--- src/rtl/ising_pkg.sv ---
// ising_pkg: address map shared by the loader and ising_axi,
// plus the loader FSM state encoding and address helpers.
package ising_pkg;

  localparam logic [31:0] START_ADDR       = 32'h0000_0000;
  localparam logic [31:0] CTR_CUTOFF_ADDR  = 32'h0000_0004;
  localparam logic [31:0] CTR_MAX_ADDR     = 32'h0000_0008;
  localparam logic [31:0] PHASE_ADDR_BASE  = 32'h0000_1000;
  localparam logic [31:0] WEIGHT_ADDR_BASE = 32'h0010_0000;

  localparam int ROW_SHIFT = 2;
  localparam int COL_SHIFT = 13;

  typedef enum logic [3:0] {
    S_IDLE,
    S_CFG_CUT,
    S_CFG_MAX,
    S_EDGE,
    S_EDGE_B,
    S_START,
    S_RUN,
    S_READ,
    S_RESULT
  } ld_state_t;

  function automatic logic [31:0] weight_addr(
    input logic [31:0] r,
    input logic [31:0] c
  );
    return WEIGHT_ADDR_BASE
         + (r << ROW_SHIFT)
         + (c << COL_SHIFT);
  endfunction

  function automatic logic [31:0] phase_addr(
    input logic [31:0] slot
  );
    return PHASE_ADDR_BASE + (slot << ROW_SHIFT);
  endfunction

endpackage

--- src/rtl/ising_phase_reader.sv ---
// ising_phase_reader: streams N phase reads (one address per cycle),
// thresholds each returned word against cutoff and packs the spins.
// Ports: start pulse in; araddr/rdata to ising_axi; done pulse and
// spins (bit k = spin k, valid from done onwards) out.
module ising_phase_reader
  import ising_pkg::*;
#(
  parameter int N = 8
) (
  input  logic         clk,
  input  logic         rst,
  input  logic         start,
  input  logic [31:0]  cutoff,
  input  logic [31:0]  rdata,
  output logic [31:0]  araddr,
  output logic         done,
  output logic [N-1:0] spins
);

  localparam int IW = (N > 1) ? $clog2(N) : 1;
  localparam logic [IW-1:0] KLAST = IW'(N - 1);

  // pres: araddr carries spin pk this cycle.
  // cap: rdata carries spin ck this cycle.
  logic          pres_q;
  logic          cap_q;
  logic [IW-1:0] pk_q;
  logic [IW-1:0] ck_q;

  always_ff @(posedge clk or posedge rst) begin
    if (rst) begin
      pres_q <= 1'b0;
      cap_q  <= 1'b0;
      pk_q   <= '0;
      ck_q   <= '0;
      araddr <= '0;
      done   <= 1'b0;
      spins  <= '0;
    end else begin
      cap_q <= pres_q;
      ck_q  <= pk_q;
      done  <= cap_q && (ck_q == KLAST);
      if (cap_q) begin
        spins[ck_q] <= (rdata >= cutoff);
      end
      // spin k lives in phase slot N-1-k
      if (start) begin
        pres_q <= 1'b1;
        pk_q   <= '0;
        araddr <= phase_addr(32'(N - 1));
      end else if (pres_q) begin
        if (pk_q == KLAST) begin
          pres_q <= 1'b0;
        end else begin
          pk_q   <= pk_q + 1'b1;
          araddr <= phase_addr(32'(N - 2) - 32'(pk_q));
        end
      end
    end
  end

endmodule

--- src/rtl/ising_loader.sv ---
// ising_loader: command sequencer in front of ising_axi. Programs
// cutoff/max, writes couplings symmetrically, starts the machine,
// waits run_cycles, reads phases and returns thresholded spins.
// Ports: cmd_* config in; edge_* valid/ready stream in;
// wready/wr_addr/wdata and araddr/rdata to ising_axi;
// res_valid/res_ready/res_spins out; busy, sticky err.
module ising_loader
  import ising_pkg::*;
#(
  parameter  int N           = 8,
  parameter  int NUM_WEIGHTS = 5,
  parameter  int RUN_W       = 32,
  localparam int IW          = $clog2(N),
  localparam int WW          = $clog2(NUM_WEIGHTS)
) (
  input  logic             clk,
  input  logic             rst,
  input  logic             cmd_start,
  input  logic [31:0]      ctr_cutoff,
  input  logic [31:0]      ctr_max,
  input  logic [31:0]      start_val,
  input  logic [RUN_W-1:0] run_cycles,
  input  logic             edge_valid,
  output logic             edge_ready,
  input  logic [IW-1:0]    edge_i,
  input  logic [IW-1:0]    edge_j,
  input  logic [WW-1:0]    edge_w,
  input  logic             edge_last,
  output logic             wready,
  output logic [31:0]      wr_addr,
  output logic [31:0]      wdata,
  output logic [31:0]      araddr,
  input  logic [31:0]      rdata,
  output logic             res_valid,
  input  logic             res_ready,
  output logic [N-1:0]     res_spins,
  output logic             busy,
  output logic             err
);

  ld_state_t state, state_d;

  logic [31:0]      cut_q, cut_d;
  logic [31:0]      max_q, max_d;
  logic [31:0]      sv_q, sv_d;
  logic [RUN_W-1:0] run_q, run_d;
  logic [RUN_W-1:0] cnt_q, cnt_d;
  logic [31:0]      pend_q, pend_d;
  logic             last_q, last_d;

  logic             wready_d;
  logic [31:0]      wr_addr_d;
  logic [31:0]      wdata_d;
  logic             edge_ready_d;
  logic             res_valid_d;
  logic [N-1:0]     res_spins_d;
  logic             busy_d;
  logic             err_d;

  logic             rd_start;
  logic             rd_done;
  logic [N-1:0]     rd_spins;

  logic [31:0]      ri;
  logic [31:0]      ci;
  logic             bad;
  logic             diag;
  logic [31:0]      wcode;

  assign ri    = 32'(edge_i);
  assign ci    = 32'(edge_j);
  assign bad   = (ri >= 32'(N)) || (ci >= 32'(N));
  assign diag  = !bad && (edge_i == edge_j);
  assign wcode = 32'(edge_w);

  always_comb begin
    state_d      = state;
    cut_d        = cut_q;
    max_d        = max_q;
    sv_d         = sv_q;
    run_d        = run_q;
    cnt_d        = cnt_q;
    pend_d       = pend_q;
    last_d       = last_q;
    wready_d     = 1'b0;
    wr_addr_d    = wr_addr;
    wdata_d      = wdata;
    edge_ready_d = 1'b0;
    res_valid_d  = res_valid;
    res_spins_d  = res_spins;
    busy_d       = busy;
    err_d        = err;
    rd_start     = 1'b0;

    unique case (state)
      S_IDLE: begin
        if (cmd_start) begin
          cut_d     = ctr_cutoff;
          max_d     = ctr_max;
          sv_d      = start_val;
          run_d     = run_cycles;
          err_d     = 1'b0;
          busy_d    = 1'b1;
          wready_d  = 1'b1;
          wr_addr_d = CTR_CUTOFF_ADDR;
          wdata_d   = ctr_cutoff;
          state_d   = S_CFG_CUT;
        end
      end
      S_CFG_CUT: begin
        wready_d  = 1'b1;
        wr_addr_d = CTR_MAX_ADDR;
        wdata_d   = max_q;
        state_d   = S_CFG_MAX;
      end
      S_CFG_MAX: begin
        edge_ready_d = 1'b1;
        state_d      = S_EDGE;
      end
      S_EDGE: begin
        edge_ready_d = 1'b1;
        if (edge_valid) begin
          unique case (1'b1)
            bad: begin
              err_d = 1'b1;
            end
            diag: begin
              wready_d  = 1'b1;
              wr_addr_d = weight_addr(ri, ri);
              wdata_d   = wcode;
            end
            default: begin
              wready_d     = 1'b1;
              wr_addr_d    = weight_addr(ri, ci);
              wdata_d      = wcode;
              pend_d       = weight_addr(ci, ri);
              last_d       = edge_last;
              edge_ready_d = 1'b0;
              state_d      = S_EDGE_B;
            end
          endcase
          if (edge_last && (bad || diag)) begin
            edge_ready_d = 1'b0;
            state_d      = S_START;
          end
        end
      end
      S_EDGE_B: begin
        wready_d  = 1'b1;
        wr_addr_d = pend_q;
        wdata_d   = wdata;
        if (last_q) begin
          state_d = S_START;
        end else begin
          edge_ready_d = 1'b1;
          state_d      = S_EDGE;
        end
      end
      S_START: begin
        wready_d  = 1'b1;
        wr_addr_d = START_ADDR;
        wdata_d   = sv_q;
        cnt_d     = run_q;
        state_d   = S_RUN;
      end
      S_RUN: begin
        if (cnt_q == '0) begin
          rd_start = 1'b1;
          state_d  = S_READ;
        end else begin
          cnt_d = cnt_q - 1'b1;
        end
      end
      S_READ: begin
        if (rd_done) begin
          res_valid_d = 1'b1;
          res_spins_d = rd_spins;
          state_d     = S_RESULT;
        end
      end
      S_RESULT: begin
        if (res_ready) begin
          res_valid_d = 1'b0;
          busy_d      = 1'b0;
          state_d     = S_IDLE;
        end
      end
      default: begin
        state_d = S_IDLE;
      end
    endcase
  end

  always_ff @(posedge clk or posedge rst) begin
    if (rst) begin
      state      <= S_IDLE;
      cut_q      <= '0;
      max_q      <= '0;
      sv_q       <= '0;
      run_q      <= '0;
      cnt_q      <= '0;
      pend_q     <= '0;
      last_q     <= 1'b0;
      wready     <= 1'b0;
      wr_addr    <= '0;
      wdata      <= '0;
      edge_ready <= 1'b0;
      res_valid  <= 1'b0;
      res_spins  <= '0;
      busy       <= 1'b0;
      err        <= 1'b0;
    end else begin
      state      <= state_d;
      cut_q      <= cut_d;
      max_q      <= max_d;
      sv_q       <= sv_d;
      run_q      <= run_d;
      cnt_q      <= cnt_d;
      pend_q     <= pend_d;
      last_q     <= last_d;
      wready     <= wready_d;
      wr_addr    <= wr_addr_d;
      wdata      <= wdata_d;
      edge_ready <= edge_ready_d;
      res_valid  <= res_valid_d;
      res_spins  <= res_spins_d;
      busy       <= busy_d;
      err        <= err_d;
    end
  end

  ising_phase_reader #(
    .N (N)
  ) u_rd (
    .clk    (clk),
    .rst    (rst),
    .start  (rd_start),
    .cutoff (cut_q),
    .rdata  (rdata),
    .araddr (araddr),
    .done   (rd_done),
    .spins  (rd_spins)
  );

endmodule

--- config.mk ---
export PLATFORM = sky130hd
export DESIGN_NAME = ising_loader
export DESIGN_NICKNAME = d
export VERILOG_FILES = /design/src/rtl/ising_pkg.sv /design/src/rtl/ising_phase_reader.sv /design/src/rtl/ising_loader.sv
export SDC_FILE = /design/constraint.sdc
export NUM_CORES = 1
export LEC_CHECK = 0
export CORE_ASPECT_RATIO = 1.75
export CORE_MARGIN = 5
export CORE_UTILIZATION = 45
export DETAILED_ROUTE_END_ITERATION = 10
export PLACE_DENSITY_LB_ADDON = 0.25
export SETUP_SLACK_MARGIN = 0.02
export SYNTH_ARGS = -nofsm -noshare
export SYNTH_HDL_FRONTEND = slang
export SYNTH_HIERARCHICAL = 1
export SYNTH_SLANG_ARGS = --single-unit
--- constraint.sdc ---
create_clock -name clk -period 15.95 [get_ports clk]
set_input_delay 2.3925 -clock clk [delete_from_list [all_inputs] [get_ports clk]]
set_output_delay 2.3925 -clock clk [all_outputs]
set_load 0.01 [all_outputs]
==> run_results.csv <==
group,metric,value,unit
grt,grt_pass1_wl,49.9,mm
cts,cts_resized,0,
cells_and_area,num-fill-cells,2270,
timing,whs,0.395,ns
setup_path,crit_required,16.35,ns
drt,drc_errors,0,
logic_synthesis,synth_area_leader_cell,"dfrtp_1",
pwr,internal_power,1830,µW
cts,numCtsBuffers,25,
setup_path,arrival,4.94,ns
cells_and_area,multi_input_area,5190,µm²
die,die_h,225,µm
setup_path,crit_slowest_cell,"nand3_4",
timing,post-route-worst-setup-slack,11.41,ns
logic_synthesis,synthCells,1077,
cells_and_area,drive_gt1_share,16.3,%
logic_synthesis,yosysWarnings,6,
die,floorplan.initialDensity,45.2,%
cts,clk_pin_slew,0.06,ns
grt,antenna_found_initial,5,
logic_synthesis,async_flop_share,100,%
setup_path,cp.depth,4,
grt,grt_max_degree,81,
die,die-area,30000,µm²
cells_and_area,register_area,6160,µm²
drt,post_drt_wl_per_cell,19.9,µm
die,rows,79,
drt,via_per_inst,5.62,
placed_design,io_buffers,237,
setup_path,r2r_setup_slack,12.66,ns
setup_path,r2r-start,"cnt_q[1]",
drt,drt_iter0_drc,656,
logic_synthesis,synth_area,11900,µm²
cts,clk_latency,0.52,ns
die,fp.dieW,133,µm
timing,clock.fmax,220,MHz
setup_path,reg2regPathDepth,7,
die,core,26400,µm²
flow_run,maxCapViolations,0,
pwr,switching_share,34.9,%
placed_design,place_ws,10.82,ns
cells_and_area,syn_to_final_growth,27.6,%
setup_path,r2r_end,"u_rd/araddr[2]",
timing,period_minus_slack,4.54,ns
timing,slew_violations,0,
logic_synthesis,synth_ff_type,"dfrtp_1",
drt,met3_wirelength,2.20,mm
timing,hold_viol,0,
placed_design,gp_congestion,0.848,
timing,fin_crit_sh,28.5,%
logic_synthesis,yosysUniqueCellTypes,70,
timing,setup-tns-final,0,ns
timing,rsz0062_at_grt,"false",
drt,m1WireLength,11.2,mm
cts,root_buffer,"clkbuf_16",
cts,post_cts_buffers,0,
cts,cts_tree,"built",
setup_path,path_buf_inv,2,
timing,worst_pin_slew,1.23,ns
logic_synthesis,avgSynthCellArea,11.1,µm²
grt,grt_util_all_layers,20.8,%
setup_path,cp_slowest_stage_delay,0.83,ns
drt,wirelength,32.3,mm
logic_synthesis,synth_top_area_share,51.6,%
logic_synthesis,synth_edf_count,0,
cts,h-tree-depth,1,
min_path,hold_path_class,"register to register",
setup_path,start_kind,"input port",
logic_synthesis,ys_top_cells_by_area,"dfrtp_1 52%, mux2_2 13%, ha_1 3.7%",
pwr,design_power_total,2810,µW
logic_synthesis,synth.most_common_cell,"dfrtp_1",
logic_synthesis,ys_seq_elements,246,
cells_and_area,post-route-util,57.7,%
pwr,pwr-share-comb,38.6,%
pwr,p_clk_share,21.1,%
pwr,netSwitchingPower,980,µW
outcome,status,"completed",
setup_path,cp-end-kind,"register",
placed_design,place_hpwl,23.4,mm
cts,cts.hold.buffers_added,0,
cts,cts.sinks,246,
cells_and_area,finish.net_count,1493,
drt,top_layer_used,"met5",
setup_path,setup.worst_path.start,"cmd_start",
setup_path,cp_top_family,"buffers and inverters",
drt,dr_wl_met2,17.6,mm
grt,grt.overflow.total,0,
setup_path,critPathKind,"input port to register",
pwr,power.leakage,0.00644,µW
setup_path,crit_path_end,"max_q[3]",
grt,grt_pass1_vias,9381,
logic_synthesis,synthTopCellsByCount,"246 x dfrtp_1, 142 x mux2_2, 95 x nor2_1, 69 x a21oi_1, 53 x buf_4",
timing,slew_headroom,16.8,%
timing,setup_viol,0,
drt,firstDrtPassIters,6,
logic_synthesis,seq_area_frac_synth,51.6,%
die,ios,284,
pwr,power_per_cell_area,185,nW/µm²
setup_path,crit_chain,"clkdlybuf4s50_1, nand3_4, buf_4, mux2_2",
pwr,seqPwrFrac,40.3,%
drt,via_count,9143,
pwr,max-vdd-ir-drop,108,µV
drt,detail-route-antenna-nets,0,
setup_path,crit_fanout,74,
timing,skew,0.0164,ns
cts,max-clock-path-buffers,3,
## layout make-up
cell class | count | share of cell area (%)
clock buffers | 37 | 4.93
well taps | 324 | 2.66
inverters | 46 | 1.18
multi-input cells | 717 | 34.1
flip-flops and latches | 246 | 40.4
diodes | 4 | 0.0658
clock inverters | 6 | 0.526
repair buffers | 247 | 16.1
## routing by layer
metal	global-route usage, %	vias up
met5	0	-
met4	8.99	2
met3	4.42	71
met2	39.0	343
met1	22.3	4488
li1	-	4239
## how the worst min path moves through the flow
stage / from / to / slack [ns] / cells after the start
4_1_cts: u_rd/pres_q / u_rd/cap_q / 0.40 / 0
3_3_place_gp: u_rd/pres_q / u_rd/cap_q / 0.37 / 0
6_report: u_rd/pres_q / u_rd/cap_q / 0.39 / 0
3_5_place_dp: u_rd/pres_q / u_rd/cap_q / 0.38 / 0
5_1_grt: u_rd/pres_q / u_rd/cap_q / 0.41 / 0
2_1_floorplan: u_rd/pres_q / u_rd/cap_q / 0.37 / 0
## worst reg2reg max path, stage by stage, from the launching register on
cell	delay (ns)
dfrtp_1	0.40
inv_1	0.11
ha_1	0.25
nor4b_2	0.66
nand4_1	0.35
or3_1	0.59
nor2_1	0.64
o21bai_1	0.21
## power by group through the flow
| stage | sequential (µW) | combinational [µW] | clock (µW) |
|---|---|---|---|
| 2_1_floorplan | 1090 | 746 | 0 |
| 3_3_place_gp | 1130 | 1060 | 0 |
| 3_5_place_dp | 1140 | 1090 | 0 |
| 4_1_cts | 1130 | 1090 | 608 |
| 5_1_grt | 1170 | 1200 | 634 |
| 6_report | 1130 | 1080 | 594 |
## cell usage in the layout, fill, tap and decap left out, types with 10 or more instances in the layout
master           instances
a21oi_1                 69
a222oi_1                32
a31oi_1                 15
buf_4                   10
clkbuf_16               25
clkdlybuf4s50_1        237
conb_1                  46
dfrtp_1                246
ha_1                    35
inv_1                   45
mux2_2                 142
nand2_1                 49
nand2b_1                10
nand3_1                 12
nand4_1                 15
nor2_1                  95
nor3_1                  34
nor4_1                  10
o21ai_0                 37
## kinds of logic after synthesis
group           count (synthesis)  share of synthesized area [%]
mux                           143                           13.5
compound gates                224                           13.1
fa+ha+maj                      35                           3.67
flops                         246                           51.6
xor+xnor                        4                          0.294
simple gates                  265                           11.1
buf+inv                       158                           6.70
other cells                     2                         0.0630
## stage by stage
step / std cells / area [µm²]
2_1_floorplan: 1121 / 12100
3_3_place_gp: 1580 / 14400
3_5_place_dp: 1580 / 14400
4_1_cts: 1623 / 15200
5_1_grt: 1627 / 15200
6_report: 1627 / 15200
## registers in the layout (all words and copies together) (netlist names)
signal / cells
u_rd/spins: 8
busy: 1
edge_ready: 1
state: 4
u_rd/cap_q: 1
pend_q: 7
run_q: 32
wready: 1
res_valid: 1
max_q: 32
u_rd/ck_q: 3
wdata: 32
u_rd/araddr: 5
u_rd/pk_q: 3
res_spins: 8
sv_q: 32
wr_addr: 7
last_q: 1
err: 1
cut_q: 32
cnt_q: 32
u_rd/pres_q: 1
u_rd/done: 1
(Power assumes the default switching activity.)
